**src/rtl/cpu_types_pkg.sv**
```systemverilog
// Shared pipeline types: register index, controller FSM state, and the one-hot hazard vector.
// Types only; no logic, no latency, no backpressure.
package cpu_types_pkg;

    typedef logic [4:0] regbits_t;

    typedef enum logic [1:0] {
        RUN        = 2'd0,
        HALT_DRAIN = 2'd1,
        HALTED     = 2'd2
    } pipe_state_t;

    // At most one field is set: the highest-priority hazard active this cycle.
    typedef struct packed {
        logic dmem;
        logic mispred;
        logic load_use;
        logic jump;
        logic imem;
    } hazard_t;

endpackage

```
**src/rtl/pipeline_ctrl_if.sv**
```systemverilog
// Datapath <-> hazard controller bundle: pipeline status in, latch enables/flushes out.
// Pure wiring; master is the controller, slave is the datapath side.
interface pipeline_ctrl_if #(
    parameter int CNT_W = 32
);
    logic                     ihit;
    logic                     dhit;
    cpu_types_pkg::regbits_t  id_rs;
    cpu_types_pkg::regbits_t  id_rt;
    logic                     id_jump;
    logic                     id_halt;
    logic                     ex_dREN;
    cpu_types_pkg::regbits_t  ex_regDst;
    logic                     ex_branch;
    logic                     ex_br_pred;
    logic                     ex_br_actual;
    logic                     mem_dREN;
    logic                     mem_dWEN;

    logic                     pc_en;
    logic                     fd_en;
    logic                     fd_flush;
    logic                     de_en;
    logic                     de_flush;
    logic                     em_en;
    logic                     em_flush;
    logic                     mw_en;
    logic                     halted;
    logic [CNT_W-1:0]         bubble_cnt;

    modport master (
        input  ihit, dhit, id_rs, id_rt, id_jump, id_halt,
               ex_dREN, ex_regDst, ex_branch, ex_br_pred, ex_br_actual,
               mem_dREN, mem_dWEN,
        output pc_en, fd_en, fd_flush, de_en, de_flush, em_en, em_flush,
               mw_en, halted, bubble_cnt
    );

    modport slave (
        output ihit, dhit, id_rs, id_rt, id_jump, id_halt,
               ex_dREN, ex_regDst, ex_branch, ex_br_pred, ex_br_actual,
               mem_dREN, mem_dWEN,
        input  pc_en, fd_en, fd_flush, de_en, de_flush, em_en, em_flush,
               mw_en, halted, bubble_cnt
    );
endinterface

```
**src/rtl/pipeline_ctrl_hazard_detect.sv**
```systemverilog
// Priority encoder of pipeline hazards into a one-hot vector (dmem > mispred > load-use > jump > imem).
// Purely combinational, zero latency; no handshake.
module hazard_detect
    import cpu_types_pkg::*;
(
    input  logic     i_ihit,
    input  logic     i_dhit,
    input  regbits_t i_id_rs,
    input  regbits_t i_id_rt,
    input  logic     i_id_jump,
    input  logic     i_ex_dREN,
    input  regbits_t i_ex_regDst,
    input  logic     i_ex_branch,
    input  logic     i_ex_br_pred,
    input  logic     i_ex_br_actual,
    input  logic     i_mem_dREN,
    input  logic     i_mem_dWEN,
    output hazard_t  o_hz
);
    logic w_dmem, w_mispred, w_load_use, w_jump, w_imem;

    assign w_dmem     = (i_mem_dREN | i_mem_dWEN) & ~i_dhit;
    assign w_mispred  = i_ex_branch & (i_ex_br_pred != i_ex_br_actual);
    // $0 is hardwired, so a load targeting it never creates a dependency.
    assign w_load_use = i_ex_dREN & (i_ex_regDst != '0) &
                        ((i_ex_regDst == i_id_rs) | (i_ex_regDst == i_id_rt));
    assign w_jump     = i_id_jump;
    assign w_imem     = ~i_ihit;

    always_comb begin
        o_hz          = '0;
        o_hz.dmem     = w_dmem;
        o_hz.mispred  = w_mispred  & ~w_dmem;
        o_hz.load_use = w_load_use & ~w_dmem & ~w_mispred;
        o_hz.jump     = w_jump     & ~w_dmem & ~w_mispred & ~w_load_use;
        o_hz.imem     = w_imem     & ~w_dmem & ~w_mispred & ~w_load_use & ~w_jump;
    end
endmodule

```
**src/rtl/pipeline_ctrl.sv**
```systemverilog
// Five-stage pipeline hazard/halt controller driving PC and latch enables/flushes plus a bubble counter.
// Outputs are combinational (zero latency); a pending data access freezes every stage.
module pipeline_ctrl
    import cpu_types_pkg::*;
#(
    parameter int DRAIN_CYCLES = 3,
    parameter int CNT_W        = 32
) (
    input  logic           CLK,
    input  logic           RST,
    pipeline_ctrl_if.master bus
);
    localparam int DW = $clog2(DRAIN_CYCLES + 1);

    pipe_state_t      r_state;
    logic [DW-1:0]    r_drain_cnt;
    logic [CNT_W-1:0] r_bubble_cnt;

    hazard_t w_hz;
    logic    w_pc_en, w_fd_en, w_fd_flush, w_de_en, w_de_flush;
    logic    w_em_en, w_em_flush, w_mw_en, w_halted;
    logic    w_halt_accept, w_bubble;

    hazard_detect u_hazard_detect (
        .i_ihit         (bus.ihit),
        .i_dhit         (bus.dhit),
        .i_id_rs        (bus.id_rs),
        .i_id_rt        (bus.id_rt),
        .i_id_jump      (bus.id_jump),
        .i_ex_dREN      (bus.ex_dREN),
        .i_ex_regDst    (bus.ex_regDst),
        .i_ex_branch    (bus.ex_branch),
        .i_ex_br_pred   (bus.ex_br_pred),
        .i_ex_br_actual (bus.ex_br_actual),
        .i_mem_dREN     (bus.mem_dREN),
        .i_mem_dWEN     (bus.mem_dWEN),
        .o_hz           (w_hz)
    );

    // A mispredict squashes the HALT in ID; stalls just defer it.
    assign w_halt_accept = (r_state == RUN) & bus.id_halt &
                           ~(w_hz.dmem | w_hz.mispred | w_hz.load_use);
    assign w_bubble = w_hz.mispred | w_hz.load_use | w_hz.jump | w_hz.imem |
                      ((r_state == HALT_DRAIN) & ~w_hz.dmem);

    always_comb begin
        w_pc_en    = 1'b0;
        w_fd_en    = 1'b0;
        w_fd_flush = 1'b0;
        w_de_en    = 1'b0;
        w_de_flush = 1'b0;
        w_em_en    = 1'b0;
        w_em_flush = 1'b0;
        w_mw_en    = 1'b0;
        w_halted   = 1'b0;
        if (!RST) begin
            case (r_state)
                RUN, HALT_DRAIN: begin
                    if (!w_hz.dmem) begin
                        w_pc_en = 1'b1;
                        w_fd_en = 1'b1;
                        w_de_en = 1'b1;
                        w_em_en = 1'b1;
                        w_mw_en = 1'b1;
                        if (r_state == HALT_DRAIN || w_halt_accept) begin
                            w_pc_en    = 1'b0;
                            w_fd_flush = 1'b1;
                        end
                        if (r_state == RUN) begin
                            if (w_hz.mispred) begin
                                w_fd_flush = 1'b1;
                                w_de_flush = 1'b1;
                            end else if (w_hz.load_use) begin
                                w_pc_en    = 1'b0;
                                w_fd_en    = 1'b0;
                                w_de_flush = 1'b1;
                            end else if (w_hz.jump) begin
                                w_fd_flush = 1'b1;
                            end else if (w_hz.imem) begin
                                w_pc_en    = 1'b0;
                                w_fd_flush = 1'b1;
                            end
                        end
                    end
                end
                HALTED:  w_halted = 1'b1;
                default: w_halted = 1'b0;
            endcase
        end
    end

    always_ff @(posedge CLK) begin
        if (RST) begin
            r_state      <= RUN;
            r_drain_cnt  <= '0;
            r_bubble_cnt <= '0;
        end else begin
            if (w_bubble && r_bubble_cnt != '1)
                r_bubble_cnt <= r_bubble_cnt + CNT_W'(1);
            case (r_state)
                RUN: begin
                    if (w_halt_accept) begin
                        r_state     <= HALT_DRAIN;
                        r_drain_cnt <= '0;
                    end
                end
                HALT_DRAIN: begin
                    if (!w_hz.dmem) begin
                        if (r_drain_cnt == DW'(DRAIN_CYCLES - 1)) begin
                            r_state     <= HALTED;
                            r_drain_cnt <= '0;
                        end else begin
                            r_drain_cnt <= r_drain_cnt + DW'(1);
                        end
                    end
                end
                HALTED:  r_state <= HALTED;
                default: r_state <= RUN;
            endcase
        end
    end

    assign bus.pc_en      = w_pc_en;
    assign bus.fd_en      = w_fd_en;
    assign bus.fd_flush   = w_fd_flush;
    assign bus.de_en      = w_de_en;
    assign bus.de_flush   = w_de_flush;
    assign bus.em_en      = w_em_en;
    assign bus.em_flush   = w_em_flush;
    assign bus.mw_en      = w_mw_en;
    assign bus.halted     = w_halted;
    assign bus.bubble_cnt = r_bubble_cnt;
endmodule
```
**src/flat_wrapper.sv**
```systemverilog
// flat-port wrapper written by rule: the top's interface ports become plain ports
module pipeline_ctrl_flat import cpu_types_pkg::*;
#(
    parameter int DRAIN_CYCLES = 3,
    parameter int CNT_W        = 32
)
  (CLK, RST, bus_ihit, bus_dhit, bus_id_rs, bus_id_rt, bus_id_jump, bus_id_halt, bus_ex_dREN, bus_ex_regDst, bus_ex_branch, bus_ex_br_pred, bus_ex_br_actual, bus_mem_dREN, bus_mem_dWEN, bus_pc_en, bus_fd_en, bus_fd_flush, bus_de_en, bus_de_flush, bus_em_en, bus_em_flush, bus_mw_en, bus_halted, bus_bubble_cnt);
  pipeline_ctrl_if #(.CNT_W(CNT_W)) bus_i ();
  input  logic CLK;
  input  logic RST;
  input wire logic [$bits(bus_i.ihit)-1:0] bus_ihit;
  input wire logic [$bits(bus_i.dhit)-1:0] bus_dhit;
  input wire logic [$bits(bus_i.id_rs)-1:0] bus_id_rs;
  input wire logic [$bits(bus_i.id_rt)-1:0] bus_id_rt;
  input wire logic [$bits(bus_i.id_jump)-1:0] bus_id_jump;
  input wire logic [$bits(bus_i.id_halt)-1:0] bus_id_halt;
  input wire logic [$bits(bus_i.ex_dREN)-1:0] bus_ex_dREN;
  input wire logic [$bits(bus_i.ex_regDst)-1:0] bus_ex_regDst;
  input wire logic [$bits(bus_i.ex_branch)-1:0] bus_ex_branch;
  input wire logic [$bits(bus_i.ex_br_pred)-1:0] bus_ex_br_pred;
  input wire logic [$bits(bus_i.ex_br_actual)-1:0] bus_ex_br_actual;
  input wire logic [$bits(bus_i.mem_dREN)-1:0] bus_mem_dREN;
  input wire logic [$bits(bus_i.mem_dWEN)-1:0] bus_mem_dWEN;
  output wire logic [$bits(bus_i.pc_en)-1:0] bus_pc_en;
  output wire logic [$bits(bus_i.fd_en)-1:0] bus_fd_en;
  output wire logic [$bits(bus_i.fd_flush)-1:0] bus_fd_flush;
  output wire logic [$bits(bus_i.de_en)-1:0] bus_de_en;
  output wire logic [$bits(bus_i.de_flush)-1:0] bus_de_flush;
  output wire logic [$bits(bus_i.em_en)-1:0] bus_em_en;
  output wire logic [$bits(bus_i.em_flush)-1:0] bus_em_flush;
  output wire logic [$bits(bus_i.mw_en)-1:0] bus_mw_en;
  output wire logic [$bits(bus_i.halted)-1:0] bus_halted;
  output wire logic [$bits(bus_i.bubble_cnt)-1:0] bus_bubble_cnt;
  assign bus_i.ihit = bus_ihit;
  assign bus_i.dhit = bus_dhit;
  assign bus_i.id_rs = bus_id_rs;
  assign bus_i.id_rt = bus_id_rt;
  assign bus_i.id_jump = bus_id_jump;
  assign bus_i.id_halt = bus_id_halt;
  assign bus_i.ex_dREN = bus_ex_dREN;
  assign bus_i.ex_regDst = bus_ex_regDst;
  assign bus_i.ex_branch = bus_ex_branch;
  assign bus_i.ex_br_pred = bus_ex_br_pred;
  assign bus_i.ex_br_actual = bus_ex_br_actual;
  assign bus_i.mem_dREN = bus_mem_dREN;
  assign bus_i.mem_dWEN = bus_mem_dWEN;
  assign bus_pc_en = bus_i.pc_en;
  assign bus_fd_en = bus_i.fd_en;
  assign bus_fd_flush = bus_i.fd_flush;
  assign bus_de_en = bus_i.de_en;
  assign bus_de_flush = bus_i.de_flush;
  assign bus_em_en = bus_i.em_en;
  assign bus_em_flush = bus_i.em_flush;
  assign bus_mw_en = bus_i.mw_en;
  assign bus_halted = bus_i.halted;
  assign bus_bubble_cnt = bus_i.bubble_cnt;
  pipeline_ctrl #(.DRAIN_CYCLES(DRAIN_CYCLES), .CNT_W(CNT_W)) u_core (.CLK(CLK), .RST(RST), .bus(bus_i));
endmodule
```
**config.mk**
```make
export PLATFORM = sky130hd
export DESIGN_NAME = pipeline_ctrl_flat
export DESIGN_NICKNAME = d
export VERILOG_FILES = /design/src/rtl/cpu_types_pkg.sv /design/src/rtl/pipeline_ctrl_if.sv /design/src/rtl/pipeline_ctrl_hazard_detect.sv /design/src/rtl/pipeline_ctrl.sv /design/src/flat_wrapper.sv
export SDC_FILE = /design/constraint.sdc
export NUM_CORES = 1
export LEC_CHECK = 0
export CELL_PAD_IN_SITES_DETAIL_PLACEMENT = 0
export CELL_PAD_IN_SITES_GLOBAL_PLACEMENT = 1
export CORE_MARGIN = 1
export CORE_UTILIZATION = 30
export DETAILED_ROUTE_END_ITERATION = 16
export GPL_TIMING_DRIVEN = 0
export PLACE_DENSITY_LB_ADDON = 0.3
export SLEW_MARGIN = 15
export SYNTH_ARGS = -nofsm -noshare
export SYNTH_HDL_FRONTEND = slang
export SYNTH_SLANG_ARGS = --single-unit
```
**constraint.sdc**
```tcl
create_clock -name CLK -period 2 [get_ports CLK]
set_input_delay 0.3 -clock CLK [delete_from_list [all_inputs] [get_ports CLK]]
set_output_delay 0.3 -clock CLK [all_outputs]
set_load 0.005 [all_outputs]
```
Word level (Yosys, flattened, before mapping) --
Index checks and enable logic that the tools add are counted.
Cells by class: mux-type cells 43, $add $sub $neg 2, bitwise logic cells 32, reduce and logical (&&, ||, !) cells 8, eq/ne operators 10
Operators by type and width (count):
- $mux W1 | 35
- $add A32 B1 Y32 const B | 1
- $ne A32 B32 Y1 const B | 1
- $and A1 B1 Y1 | 17
- $mux W2 | 6
- $eq A5 B5 Y1 | 2
- $or A1 B1 Y1 | 8
- $not A1 Y1 | 7
- $pmux W2 S3 | 1
- $reduce_and A3 Y1 | 2
- $reduce_bool A5 Y1 | 1
- $eq A2 B2 Y1 const B | 2
- $ne A2 B2 Y1 const B | 2
- $pmux W2 S2 | 1
- $add A2 B1 Y2 const B | 1
- $eq A2 B1 Y1 const B | 1
- $logic_not A2 Y1 | 1
- $ne A2 B1 Y1 const B | 1
- $reduce_bool A2 Y1 | 1
- $reduce_or A2 Y1 | 1
- $logic_and A1 B1 Y1 | 1
- $logic_or A1 B1 Y1 | 1
- $ne A1 B1 Y1 | 1
Storage, ports and cells: flip-flop bits (word level) 36, bits of input ports 27, output and inout port bits 41

Longest topological paths before layout --
Gate-level depths: netlist of the first run.
word-level depth 18, gate-level depth with buffers 9, depth with buffers taken out 8

Hierarchy --
From an unflattened synthesis of the first run, not the netlist that was laid out.
Unflattened totals: cell total of the unflattened synthesis 274, area total of the unflattened synthesis 2223.4 sq um
By module, submodules not included:
- pipeline_ctrl | cells an instance 245, times used 1, area an instance 2030.7 sq um
- hazard_detect | cells an instance 29, times used 1, area an instance 192.7 sq um

Worst setup path after synthesis of the first run --
No wires, ideal clock.
path type register to register, from reg u_core.r_bubble_cnt[10], in the netlist u_core.bus.bubble_cnt[10], to reg u_core.r_bubble_cnt[28], in the netlist u_core.bus.bubble_cnt[28], setup slack -0.232 ns, clock period less this slack 2.232 ns, setup time 0.128 ns, cell stages (with the launch flop) 8, buffers on the path 0, data arrival time 2.104 ns, path through dfxtp_1 and4_4 nand4_2 or4_4 or3b_4 a211oi_2 xnor2_1 nor2_1
On the way: cells in the longest elaborated chain, start to end 2, elaborated cells on any way between the ends 3, classes of those cells add/sub (1); eq/ne (1); reduce/logical (1)
Ends and longest elaborated chain:
- start: declaration | RTL line pipeline_ctrl.sv:17 | logic [CNT_W-1:0] r_bubble_cnt;
- start signal: assignment | RTL line pipeline_ctrl.sv:99 | r_bubble_cnt <= r_bubble_cnt + CNT_W'(1);
- branches (longest 2 deep; another with $add A32 B1 Y32)
Parallel ways; which one is timed is not known. A chain may end at the register's enable or synchronous reset.

Final worst setup path of the first run --
from reg u_core.r_bubble_cnt[6], in the netlist u_core.bus.bubble_cnt[6], to reg u_core.r_bubble_cnt[29], in the netlist u_core.bus.bubble_cnt[29]
The elaborated chain is that of the path after synthesis.

==> flow_summary_export.csv, run 1 <==
group,metric,value,unit
yosys,mux_share_of_post_synthesis_cell_area,1.40,%
sta,tightest_slew_margin_relative_to_the_limit,52.5,%
yosys,yosys_warn_count,0,
detailed_routing,drt_wl_total,7010,um
sta,tightestPinTransition,713,ps
sta,fmaxAchievable,443,MHz
critical_path,critical-path-top-cell-by-count,"or4_4",
status,outcome,"finished with violations",
finish,count_of_inserted_antenna_diode_cells,0,
finish,mostFrequentLayoutCells,"buf_4 (39), clkdlybuf4s50_1 (39), nor2_1 (36)",
power,power_density,584,nW/um^2
detailed_routing,post_drt_via_cell_ratio,4.94,
clocking,cts_tree,"built",
detailed_routing,drt_pass1_iterations,4,
global_route,grt_pass1_wl,10900,um
placed_design,place_inst,431,
yosys,synthesis.area,2140,sq um
yosys,area_fraction_in_compound_gates_after_synthesis,9.81,%
critical_path,cp_data_arrival_time,2490,ps
sta,finalSetupViolCount,32,
power,share_comb_of_total_power,39.1,%
critical_path,reg2reg_from,"u_core.bus.bubble_cnt[6]$_SDFFE_PP0P_",
critical_path,cp-end-kind,"flop",
yosys,netlist_instances,270,
critical_path,timing.critical_path.from,"u_core.bus.bubble_cnt[6]$_SDFFE_PP0P_",
global_route,antenna_found_initial,0,
floorplanning,die_height,86.5,um
worst_hold_path,hold_start,"u_core.bus.bubble_cnt[21]$_SDFFE_PP0P_",
clocking,path_clk_slew,70,ps
critical_path,timing.critical_path.from_type,"flop",
power,p_sw,0.695,mW
critical_path,path_max_fanout,4,
yosys,post_synth_num_cell_types,40,
critical_path,critical_path.n_buffers_inverters,0,
floorplanning,floorplan_die_width,86.5,um
sta,finClkSkew,3.97,ps
worst_hold_path,hold_end,"u_core.bus.bubble_cnt[21]$_SDFFE_PP0P_",
clocking,postCtsHoldBufs,0,
power,leak_pwr,1.34,nW
power,cellInternalPower,1.48,mW
clocking,root_buffer,"clkbuf_8",
placed_design,gp_congestion,0.780,
sta,finalCriticalPeriod,2260,ps
critical_path,crit_chain,"and4_4 -> nand4_1 -> or3_4 -> or4_4 -> or4_4 -> nand2_2",
critical_path,reg2reg_to,"u_core.bus.bubble_cnt[29]$_SDFFE_PP0P_",
global_route,grt_max_degree,11,
detailed_routing,count_of_unresolved_drc_violations_after_routing,0,
finish,post_route_cells_drive_above_1_share,37.5,%
status,failed_checks,"setup timing",
critical_path,critical-path-top-delay-family,"simple AND/OR/NAND/NOR gates",
yosys,synth_async_sr_flop_share,0,%
clocking,tritoncts_num_sinks,36,
power,power_switching_share,31.9,%
critical_path,cp_slowest_stage_delay,490,ps
placed_design,port-buffer-count,65,
floorplanning,floorplan.die_area,7480,sq um
detailed_routing,post_drt_wl_per_cell,14.7,um
sta,final_critical_path_setup_slack,-256,ps
clocking,clock_tree.buffer_depth,2,
finish,area_delta_synth_final,74.0,%
worst_hold_path,min_delay_path_depth,2,
sta,total_count_of_hold_check_failures_in_the_final_report,0,
detailed_routing,drt-initial-drc-count,65,
clocking,cts_max_level,2,
flow_run,drv.max_cap_violation_count,0,
power,clock_power_share,24.8,%
clocking,clk_latency,290,ps
sta,finalMaxSlewViolations,0,
critical_path,crit_slowest_cell,"or4_4",
power,sequentialPowerShare,36.1,%
finish,layoutNonFillerInstCount,477,
yosys,ys_dominant_reg_cell,"dfxtp_1",
yosys,sequential_area_share_after_synthesis,33.6,%
detailed_routing,drt.antenna.violating_nets,0,
global_route,grt_use_total,18.3,%
floorplanning,ioPinCount,68,
global_route,grt_pass1_vias,2311,
yosys,synth-xor-area-share,15.1,%
worst_hold_path,type_of_the_most_critical_hold_path,"reg -> reg",
yosys,synth.net_count,302,
placed_design,place_worst_setup_slack,-1100,ps
yosys,synth-seq-cells,36,
detailed_routing,detailroute.via_count,2354,
placed_design,dp.final_hpwl,4160,um
critical_path,worstPathRequired,2230,ps
global_route,grt-ovfl-total,0,
critical_path,worst_r2r_path_depth,6,
yosys,synth_enable_flop_cells,0,
power,total_power,2.18,mW
power,ir_drop,0.432,mV
sta,setup_repair_after_global_routing_missed_its_margin,"true",
critical_path,setup.worst_path.class,"reg -> reg",
yosys,synth_fa_ha_area_share,2.92,%
yosys,synthesis.area_per_instance,7.93,sq um
sta,post-route-period-util,113,%
yosys,synth_simple_gate_area_share,32.1,%
floorplanning,initial_core_util,31.4,%
finish,layout.nets,412,
critical_path,regToRegSetupSlack,-260,ps
floorplanning,rows,30,
yosys,combinational_family_with_the_most_area_after_synthesis,"simple AND/OR/NAND/NOR gates",
clocking,numCtsBuffers,5,
floorplanning,placeableCoreArea,6830,sq um
[logic make-up (layout without fill, tap and decap cells)]
kind of cell | count (synthesis) | after routing
compound gates | 33 | 33
simple gates | 132 | 132
flops | 36 | 36
mux | 3 | 3
xor+xnor | 37 | 37
fa+ha+maj | 5 | 5
other cells | 1 | 1
buf+inv | 23 | 134
[through the flow]
step	area, sq um	util, %	hold slack, ps	setup TNS, ps
after CTS	3530	51.6	474	-4390
after global placement	2970	43.5	502	-21730
after floorplan	2200	-	487	-937
after detailed placement	2970	43.5	508	-22070
final	3730	54.6	530	-4750
after global routing	3730	54.6	549	-7830
[synth_stat cells, drive strengths merged, types with 4 or more instances]
| cell type | n | share of area [%] |
|---|---|---|
| a211oi | 4 | 1.9 |
| a21oi | 11 | 2.6 |
| and4 | 4 | 1.9 |
| buf | 7 | 2.0 |
| clkbuf | 8 | 1.4 |
| dfxtp | 36 | 34 |
| ha | 5 | 2.9 |
| inv | 8 | 1.4 |
| nand2 | 22 | 3.9 |
| nand2b | 5 | 1.5 |
| nand3 | 10 | 2.3 |
| nand4 | 9 | 2.9 |
| nor2 | 39 | 7.0 |
| nor3 | 12 | 2.8 |
| nor4 | 15 | 4.4 |
| o21ai | 10 | 2.3 |
| or3 | 5 | 1.5 |
| or4 | 4 | 1.6 |
| xnor2 | 35 | 14 |
[repair_timing]
item                                    4_1_cts  5_1_grt
buffers inserted                             28        8
endpoints found under the setup margin       43       40
resized for setup                           122       44
gates cloned                                  3        0
pin swaps                                    43       22
[worst reg2reg max path, cell delays in order (launching register included)]
cell and delay (ps):
dfxtp_2 340, and4_4 250, nand4_1 180, or3_4 440
or4_4 430, or4_4 490, nand2_2 70
[power by group through the flow]
stage	logic [mW]	registers, mW	clock network, mW
2_1_floorplan	0.332	0.787	0
3_3_place_gp	0.538	0.792	0
3_5_place_dp	0.545	0.793	0
4_1_cts	0.746	0.783	0.550
5_1_grt	0.926	0.789	0.585
6_report	0.850	0.786	0.540
[worst max-delay path by stage]
stage	depth (start not counted)	end	slack [ps]
floorplan	7	u_core.bus.bubble_cnt[29]$_SDFFE_PP0P_	-100
global placement	8	bus_pc_en	-1120
detailed placement	8	bus_pc_en	-1100
CTS	7	u_core.bus.bubble_cnt[29]$_SDFFE_PP0P_	-270
global route	9	u_core.bus.bubble_cnt[10]$_SDFFE_PP0P_	-320
finish	6	u_core.bus.bubble_cnt[29]$_SDFFE_PP0P_	-260
[sequential cells by signal, summed over array words and instances, names as in the netlist]
register               cells
u_core.bus.bubble_cnt     32
u_core.r_drain_cnt         2
u_core.r_state             2
[area by class of cell]
class	count	area [sq um]
timing repair buffer	104	936
inverter	8	32.5
multi-input combinational	211	1640
sequential	36	776
tap	96	120
clock buffer	8	90.1
buffer	14	129
fill	666	3100
[per-layer routing]
| metal | vias up | GRT usage (%) | share of wire (%) | wire length (um) |
|---|---|---|---|---|
| li1 | 1159 | - | - | - |
| met1 | 1110 | 21.7 | 43 | 3000 |
| met2 | 76 | 33.2 | 50 | 3490 |
| met3 | 9 | 3.52 | 5.9 | 411 |
| met4 | 0 | 5.45 | 1.6 | 114 |
| met5 | - | 0 | 0 | 0 |
Note: power is estimated with default switching activity, not from simulation.
==> run 2, diff against run 1 <==
--- a/config.mk
+++ b/config.mk
@@ -9,6 +9,7 @@
 export CELL_PAD_IN_SITES_GLOBAL_PLACEMENT = 1
 export CORE_MARGIN = 1
 export CORE_UTILIZATION = 30
+export CTS_CLUSTER_DIAMETER = 60
 export DETAILED_ROUTE_END_ITERATION = 16
 export GPL_TIMING_DRIVEN = 0
 export PLACE_DENSITY_LB_ADDON = 0.3
==> results of run 2 <==
Same layout as run 1: the final DEF is identical, and so are final timing and power.
